File: config.mk
export PLATFORM = sky130hd
export DESIGN_NAME = gpio_mmio
export DESIGN_NICKNAME = d
export VERILOG_FILES = /design/src/rtl/gpio_mmio.sv
export SDC_FILE = /design/constraint.sdc
export NUM_CORES = 1
export LEC_CHECK = 0
export ABC_AREA = 1
export CORE_MARGIN = 2
export CORE_UTILIZATION = 37
export CTS_BUF_LIST = sky130_fd_sc_hd__clkbuf_4
export CTS_CLUSTER_DIAMETER = 80
export CTS_CLUSTER_SIZE = 24
export DETAILED_ROUTE_END_ITERATION = 10
export GPL_ROUTABILITY_DRIVEN = 1
export GPL_TIMING_DRIVEN = 0
export HOLD_SLACK_MARGIN = 0.06
export PLACE_DENSITY = 0.68
export SYNTH_ARGS = -nofsm -noshare
export SYNTH_HDL_FRONTEND = slang
export SYNTH_SLANG_ARGS = --single-unit
File: constraint.sdc
create_clock -name clk -period 8.03 [get_ports clk]
set_clock_uncertainty 0.1 [all_clocks]
set_input_delay 0.803 -clock clk [delete_from_list [all_inputs] [get_ports clk]]
set_output_delay 0.803 -clock clk [all_outputs]
set_load 0.005 [all_outputs]
File: src/rtl/gpio_mmio.sv
// gpio_mmio: memory-mapped GPIO with 2-flop input sync, edge capture into a W1C status register, and an irq output.
//   ports: clk, reset (async, active-high); bus stb/rw/addr/dtw -> dtr/ack;
//          pins gpio_in -> gpio_out/gpio_oe; irq = registered |(ISR & IER)
module gpio_mmio #(
  parameter int               NPINS   = 9,
  parameter logic [NPINS-1:0] OUT_RST = '0
) (
  input  logic             clk,
  input  logic             reset,
  input  logic             stb,
  input  logic             rw,
  input  logic [4:0]       addr,
  input  logic [31:0]      dtw,
  output logic [31:0]      dtr,
  output logic             ack,
  input  logic [NPINS-1:0] gpio_in,
  output logic [NPINS-1:0] gpio_out,
  output logic [NPINS-1:0] gpio_oe,
  output logic             irq
);
  logic [NPINS-1:0] r_dout, r_dir, r_ier, r_rise, r_fall, r_isr, r_s1, r_s2, r_prev;
  logic [31:0]      r_dtr;
  logic             r_ack, r_irq;
  logic             w_go, w_wr;
  logic [2:0]       w_sel;
  logic [NPINS-1:0] w_wd, w_rd, w_set, w_clr;
  logic [31:0]      w_rdata;
  logic             w_unused;
  // a request arriving while ack is high is ignored, so a held strobe yields one transfer per two cycles
  assign w_go  = stb & ~r_ack;
  assign w_wr  = w_go & rw;
  assign w_sel = addr[4:2];
  assign w_wd  = dtw[NPINS-1:0];
  assign w_set = (r_s2 & ~r_prev & r_rise) | (~r_s2 & r_prev & r_fall);
  assign w_clr = (w_wr && w_sel == 3'd6) ? w_wd : '0;
  assign w_rd  = w_sel == 3'd0 ? r_dout :
                 w_sel == 3'd1 ? r_dir  :
                 w_sel == 3'd2 ? r_s2   :
                 w_sel == 3'd3 ? r_ier  :
                 w_sel == 3'd4 ? r_rise :
                 w_sel == 3'd5 ? r_fall :
                 w_sel == 3'd6 ? r_isr  : '0;
  assign w_unused = ^{addr[1:0], dtw};
  always_comb begin
    w_rdata = '0;
    w_rdata[NPINS-1:0] = w_rd;
  end
  always_ff @(posedge clk or posedge reset) begin
    if (reset) begin
      r_dout <= OUT_RST;
      r_dir  <= '0;
      r_ier  <= '0;
      r_rise <= '0;
      r_fall <= '0;
      r_isr  <= '0;
      r_s1   <= '0;
      r_s2   <= '0;
      r_prev <= '0;
      r_dtr  <= '0;
      r_ack  <= 1'b0;
      r_irq  <= 1'b0;
    end else begin
      r_ack  <= w_go;
      r_dtr  <= (w_go && !rw) ? w_rdata : '0;
      r_s1   <= gpio_in;
      r_s2   <= r_s1;
      r_prev <= r_s2;
      r_dout <= (w_wr && w_sel == 3'd0) ? w_wd : r_dout;
      r_dir  <= (w_wr && w_sel == 3'd1) ? w_wd : r_dir;
      r_ier  <= (w_wr && w_sel == 3'd3) ? w_wd : r_ier;
      r_rise <= (w_wr && w_sel == 3'd4) ? w_wd : r_rise;
      r_fall <= (w_wr && w_sel == 3'd5) ? w_wd : r_fall;
      // set is ORed after the clear so an edge landing on the same cycle as its W1C is kept
      r_isr  <= (r_isr & ~w_clr) | w_set;
      r_irq  <= |(r_isr & r_ier);
    end
  end
  assign dtr      = r_dtr;
  assign ack      = r_ack;
  assign irq      = r_irq;
  assign gpio_out = r_dout;
  assign gpio_oe  = r_dir;
endmodule

---- Yosys cells after proc, flatten, opt, wreduce, memory -nomap -nowiden ----
Cells that the tools add are included.
storage, ports and cells
  output and inout bits ................... 52
  word-level logic and storage cells ...... 51
  input bits .............................. 50
  bits in registers ....................... 92
operators by class
  equality and inequality tests ........... 6
  reductions and logical operators ........ 10
  muxes and demuxes ....................... 9
  bitwise gates (word level) .............. 14
operator list
  cell                                                  count
  2-to-1 mux 9 bit                                      9
  AND 9 bit                                             6
  inverter 9 bit                                        3
  bitwise OR 9 bit                                      2
  equality test 3 bit (second input constant)           3
  OR reduction 9 bit                                    1
  logical AND 1 bit                                     7
  equality test 3 x 2 -> 1 bit (second input constant)  2
  equality test 3 x 1 -> 1 bit (second input constant)  1
  logical NOT 3 bit                                     1
  AND 1 bit                                             2
  logical NOT 1 bit                                     1
  inverter 1 bit                                        1

---- Depth between registers and ports, before layout ----
  depth after elaboration ................. 9
  gate-level depth with buffers ........... 8
  depth with buffers taken out ............ 7

---- Worst setup path before layout ----
Ideal clock, no wire load.
  path type ............................... input-to-reg
  start ................................... input addr[4]
  end ..................................... register r_ier[0]
  arrival time ............................ 1727 ps
  data required time ...................... 7803 ps
  stages on the path ...................... 8
  path slack .............................. 6076 ps
  path buffers ............................ 2
  library setup time ...................... 127 ps
  cells stage by stage .................... buf_2 -> inv_2 -> nand3_2 -> inv_2 -> nand2_2 -> buf_4 -> nand2_1 -> o21ai_0
between the ends
  word-level cells in the longest chain between the ends .. 2
RTL lines
  element                       RTL line  RTL
  start: declaration            12        input logic [4:0] addr,
  equality test 3 x 2 -> 1 bit  70        r_ier <= (w_wr && w_sel == 3'd3) ? w_wd : r_ier;
  logical AND 1 bit             70
  end signal: assignment        70
  end: declaration              21        logic [NPINS-1:0] r_dout, r_dir, r_ier, r_rise, r_fall, r_isr, r_s1, r_s2, r_prev;
Every way passes these cells.
A chain may end at the register's enable or synchronous reset.

---- Final worst setup path ----
  start ................................... input addr[2]
  end ..................................... register r_isr[3]
between the ends
  word-level cells in the longest chain between the ends .. 6
RTL lines
  element                 RTL line  RTL
  equality test 3 bit     35        assign w_clr = (w_wr && w_sel == 3'd6) ? w_wd : '0;
  logical AND 1 bit       35
  2-to-1 mux 9 bit        35
  inverter 9 bit          74        r_isr <= (r_isr & ~w_clr) | w_set;
  AND 9 bit               74
  bitwise OR 9 bit        74
  end signal: assignment  74
  end: declaration        21
Every way passes these cells.

==> flow_metrics.py <==
metrics = {
    "status": {
        "run_status": "finished clean",
    },
    "grt": {
        "grt_pass1_wl_um": 15000,
        "grt_remaining_overflow": 0,
        "initial_antenna_violation_count": 0,
        "largest_net_degree_at_the_start_of_global_routing": 48,
        "grt_pass1_vias": 2919,
        "grt_use_total_pct": 16.8,
    },
    "clock_tree": {
        "clkLatencyLatePin_ns": 0.44,
        "clock_path_buffers": 2,
        "root_buffer": "clkbuf_4",
        "tritoncts": "built",
        "postCtsHoldBufs": 0,
        "clock_sink_count": 92,
        "ctsResizeCount": 0,
        "tritoncts_buffers": 9,
        "cts.clk_slew.worst_paths_ns": 0.14,
        "post-cts-setup-buffers": 0,
        "h-tree-depth": 3,
    },
    "worst_setup_path": {
        "crit_path_start_kind": "input pin",
        "worstPathRequired_ns": 8.24,
        "critical_path_arrival_ns": 2.57,
        "timing.critical_path.from": "addr[2]",
        "timing.critical_path.to_type": "register",
        "critical_path_peak_fanout": 10,
        "crit-reg2reg-launch": "ack",
        "crit_type": "in -> reg",
    },
    "floorplanning": {
        "core_region_area_um2": 10400,
        "die_height_um": 108,
        "core.rowCount": 37,
        "design.portCount": 102,
        "design.die.area_um2": 11600,
        "floorplan.die.width_um": 108,
        "initial_core_util_pct": 38.3,
    },
    "synthesis": {
        "synth_area_per_cell_um2": 9.42,
        "synthDistinctLibCells": 28,
        "syn-cell-area_um2": 3980,
        "synth_seq_area_share_pct": 57.9,
        "synth_cells": 422,
        "synthesis.yosys.warnings": 0,
        "yosys_register_bits": 92,
    },
    "placement": {
        "routabilityCongestion": 0.908,
        "io_buffers": 52,
        "detailed_place_hpwl_um": 6750,
        "preCtsSetupSlack_ns": 5.23,
    },
    "drt": {
        "dr.pass1.iters": 6,
        "remaining_drc_errors": 0,
        "postRouteAntennaNets": 0,
        "avgRoutedWirePerCell_um": 14.3,
        "total_wire_length_um": 9260,
        "drt_iter0_markers": 273,
        "route.detailed.vias_per_inst": 4.87,
        "routed-via-count": 3154,
    },
    "timing": {
        "slew_margin_rel_pct": 46.0,
        "timing.fmax_mhz": 424,
        "worst-slew-pin-transition_ns": 0.804,
        "setup_violation_total_in_the_final_timing_report": 0,
        "timing.final.hold_violations": 0,
        "layout_worst_path_cycle_share_pct": 29.4,
        "final.min_clock_period_ns": 2.36,
        "rsz0062_at_grt": "false",
        "report.final.slew_viol_count": 0,
        "final_worst_path_setup_slack_ns": 5.67,
        "fin_tns_setup_ns": 0,
    },
    "layout": {
        "nets": 558,
        "areaGrowthSynthToFinish_pct": 22.8,
        "final_layout_size_suffix_gt1_share_pct": 12.1,
    },
    "run": {
        "number_of_violations_of_the_max_capacitance_limit": 0,
    },
    "hold_path": {
        "hold_path.startpoint": "r_s1[8]",
        "timing.hold.worst.class": "reg -> reg",
    },
    "pwr": {
        "leakage_power_total_nw": 2.32,
        "total_power_w": 0.000988,
        "cellPowerDensity_nw_per_um2": 202,
        "ir_worst_vdd_uv": 66.1,
    },
}
==> final timing paths <==
check	end	slack, ns	cells after the start
worst max register to register	r_rise[6]	6.10	4
worst min-delay path	r_s2[8]	0.25	0
worst max-delay path	r_isr[3]	5.67	6
max in group asynchronous	gpio_out[7]	6.53	3
worst min register to register	r_s2[8]	0.25	0
min in group asynchronous	r_s1[6]	0.68	2
==> per-stage QoR <==
step | area [µm²] | util [%] | std cells | hold slack [ns]
6_report | 4880 | 47.1 | 648 | 0.252
5_1_grt | 4880 | 47.0 | 647 | 0.271
4_1_cts | 4880 | 47.0 | 647 | 0.267
3_5_place_dp | 4780 | 46.1 | 633 | 0.235
3_3_place_gp | 4750 | 45.8 | 632 | 0.233
2_1_floorplan | 4060 | - | 444 | 0.231
==> area by class of cell <==
cell class	instances	area (µm²)
fillers	999	5490
flip-flops and latches	92	2300
multi-input cells	272	1350
repair buffers	53	548
plain buffers	35	239
inverters	45	171
well taps	136	170
clock buffers	11	82.6
clock inverters	3	16.3
diodes	1	2.50
==> cells in the final DEF, fill, tap and decap left out <==
| master | count |
|---|---|
| nor3_4 | 1 |
| nor3b_4 | 1 |
| inv_1 | 39 |
| nor3_1 | 8 |
| diode_2 | 1 |
| clkdlybuf4s50_1 | 52 |
| a21oi_1 | 6 |
| buf_4 | 25 |
| nor2_4 | 1 |
| clkbuf_4 | 11 |
| clkinv_2 | 1 |
| buf_2 | 3 |
| nand2_1 | 87 |
| buf_6 | 1 |
| o21bai_1 | 3 |
| nand4_4 | 1 |
| nand4_1 | 24 |
| clkinv_1 | 1 |
| clkinvlp_4 | 1 |
| a221oi_1 | 2 |
| o21ai_1 | 11 |
| inv_4 | 1 |
| nor2_1 | 17 |
| a31oi_1 | 6 |
| nand3_1 | 9 |
| clkbuf_2 | 2 |
| conb_1 | 23 |
| o21ai_0 | 55 |
| nand3_2 | 3 |
| nand2_2 | 4 |
| clkbuf_1 | 4 |
| dfrtp_1 | 92 |
| o211ai_1 | 8 |
| nand3b_1 | 2 |
| buf_16 | 1 |
| inv_2 | 5 |
==> logic make-up after synthesis <==
logic type	Yosys count	synth area share, %
AOI/OAI and AO/OA	91	12.5
and+or+nand+nor	158	19.2
buffers and inverters	80	10.3
other	1	0.0943
DFF	92	57.9
==> where the power goes <==
part           total (W)  leakage [nW]  switching, W  internal (W)
clock           0.000213        0.0562      0.000147     0.0000661
combinational   0.000194          1.14     0.0000945     0.0000996
sequential      0.000581          1.12     0.0000519      0.000529
total           0.000988          2.32      0.000293      0.000694
==> synthesized netlist by cell type, drive strengths merged <==
cell type	instances	share of area [%]
dfrtp	92	58
nand2	91	8.8
o21ai	66	8.3
inv	45	4.2
buf	29	5.4
nand4	25	4.3
nor2	18	1.9
nand3	12	1.9
nor3	9	1.4
o211ai	8	1.5
a21oi	6	0.76
a31oi	6	0.94
clkbuf	6	0.63
o21bai	3	0.57
a221oi	2	0.44
nand3b	2	0.38
conb	1	0.094
nor3b	1	0.47
==> sequential cells by signal (all words and copies together) (netlist names) <==
| register | flops |
|---|---|
| r_rise | 9 |
| r_fall | 9 |
| r_s1 | 9 |
| r_prev | 9 |
| gpio_out | 9 |
| gpio_oe | 9 |
| r_ier | 9 |
| r_s2 | 9 |
| dtr | 9 |
| irq | 1 |
| ack | 1 |
| r_isr | 9 |
==> critical path: stages <==
cell and delay (ns):
clkdlybuf4s50_1 0.61, buf_2 0.30, nor3_1 0.19, nand2_1 0.24, o21ai_0 0.29, o211ai_1 0.13
==> layer usage <==
metal / routed length (µm) / global-route usage (%) / vias up
met4: 159 / 6.32 / 0
met3: 705 / 3.39 / 16
li1: - / - / 1535
met1: 4300 / 24.2 / 1479
met5: 0 / 0 / -
met2: 4100 / 25.0 / 124
Note: power is estimated with default switching activity, not from simulation.
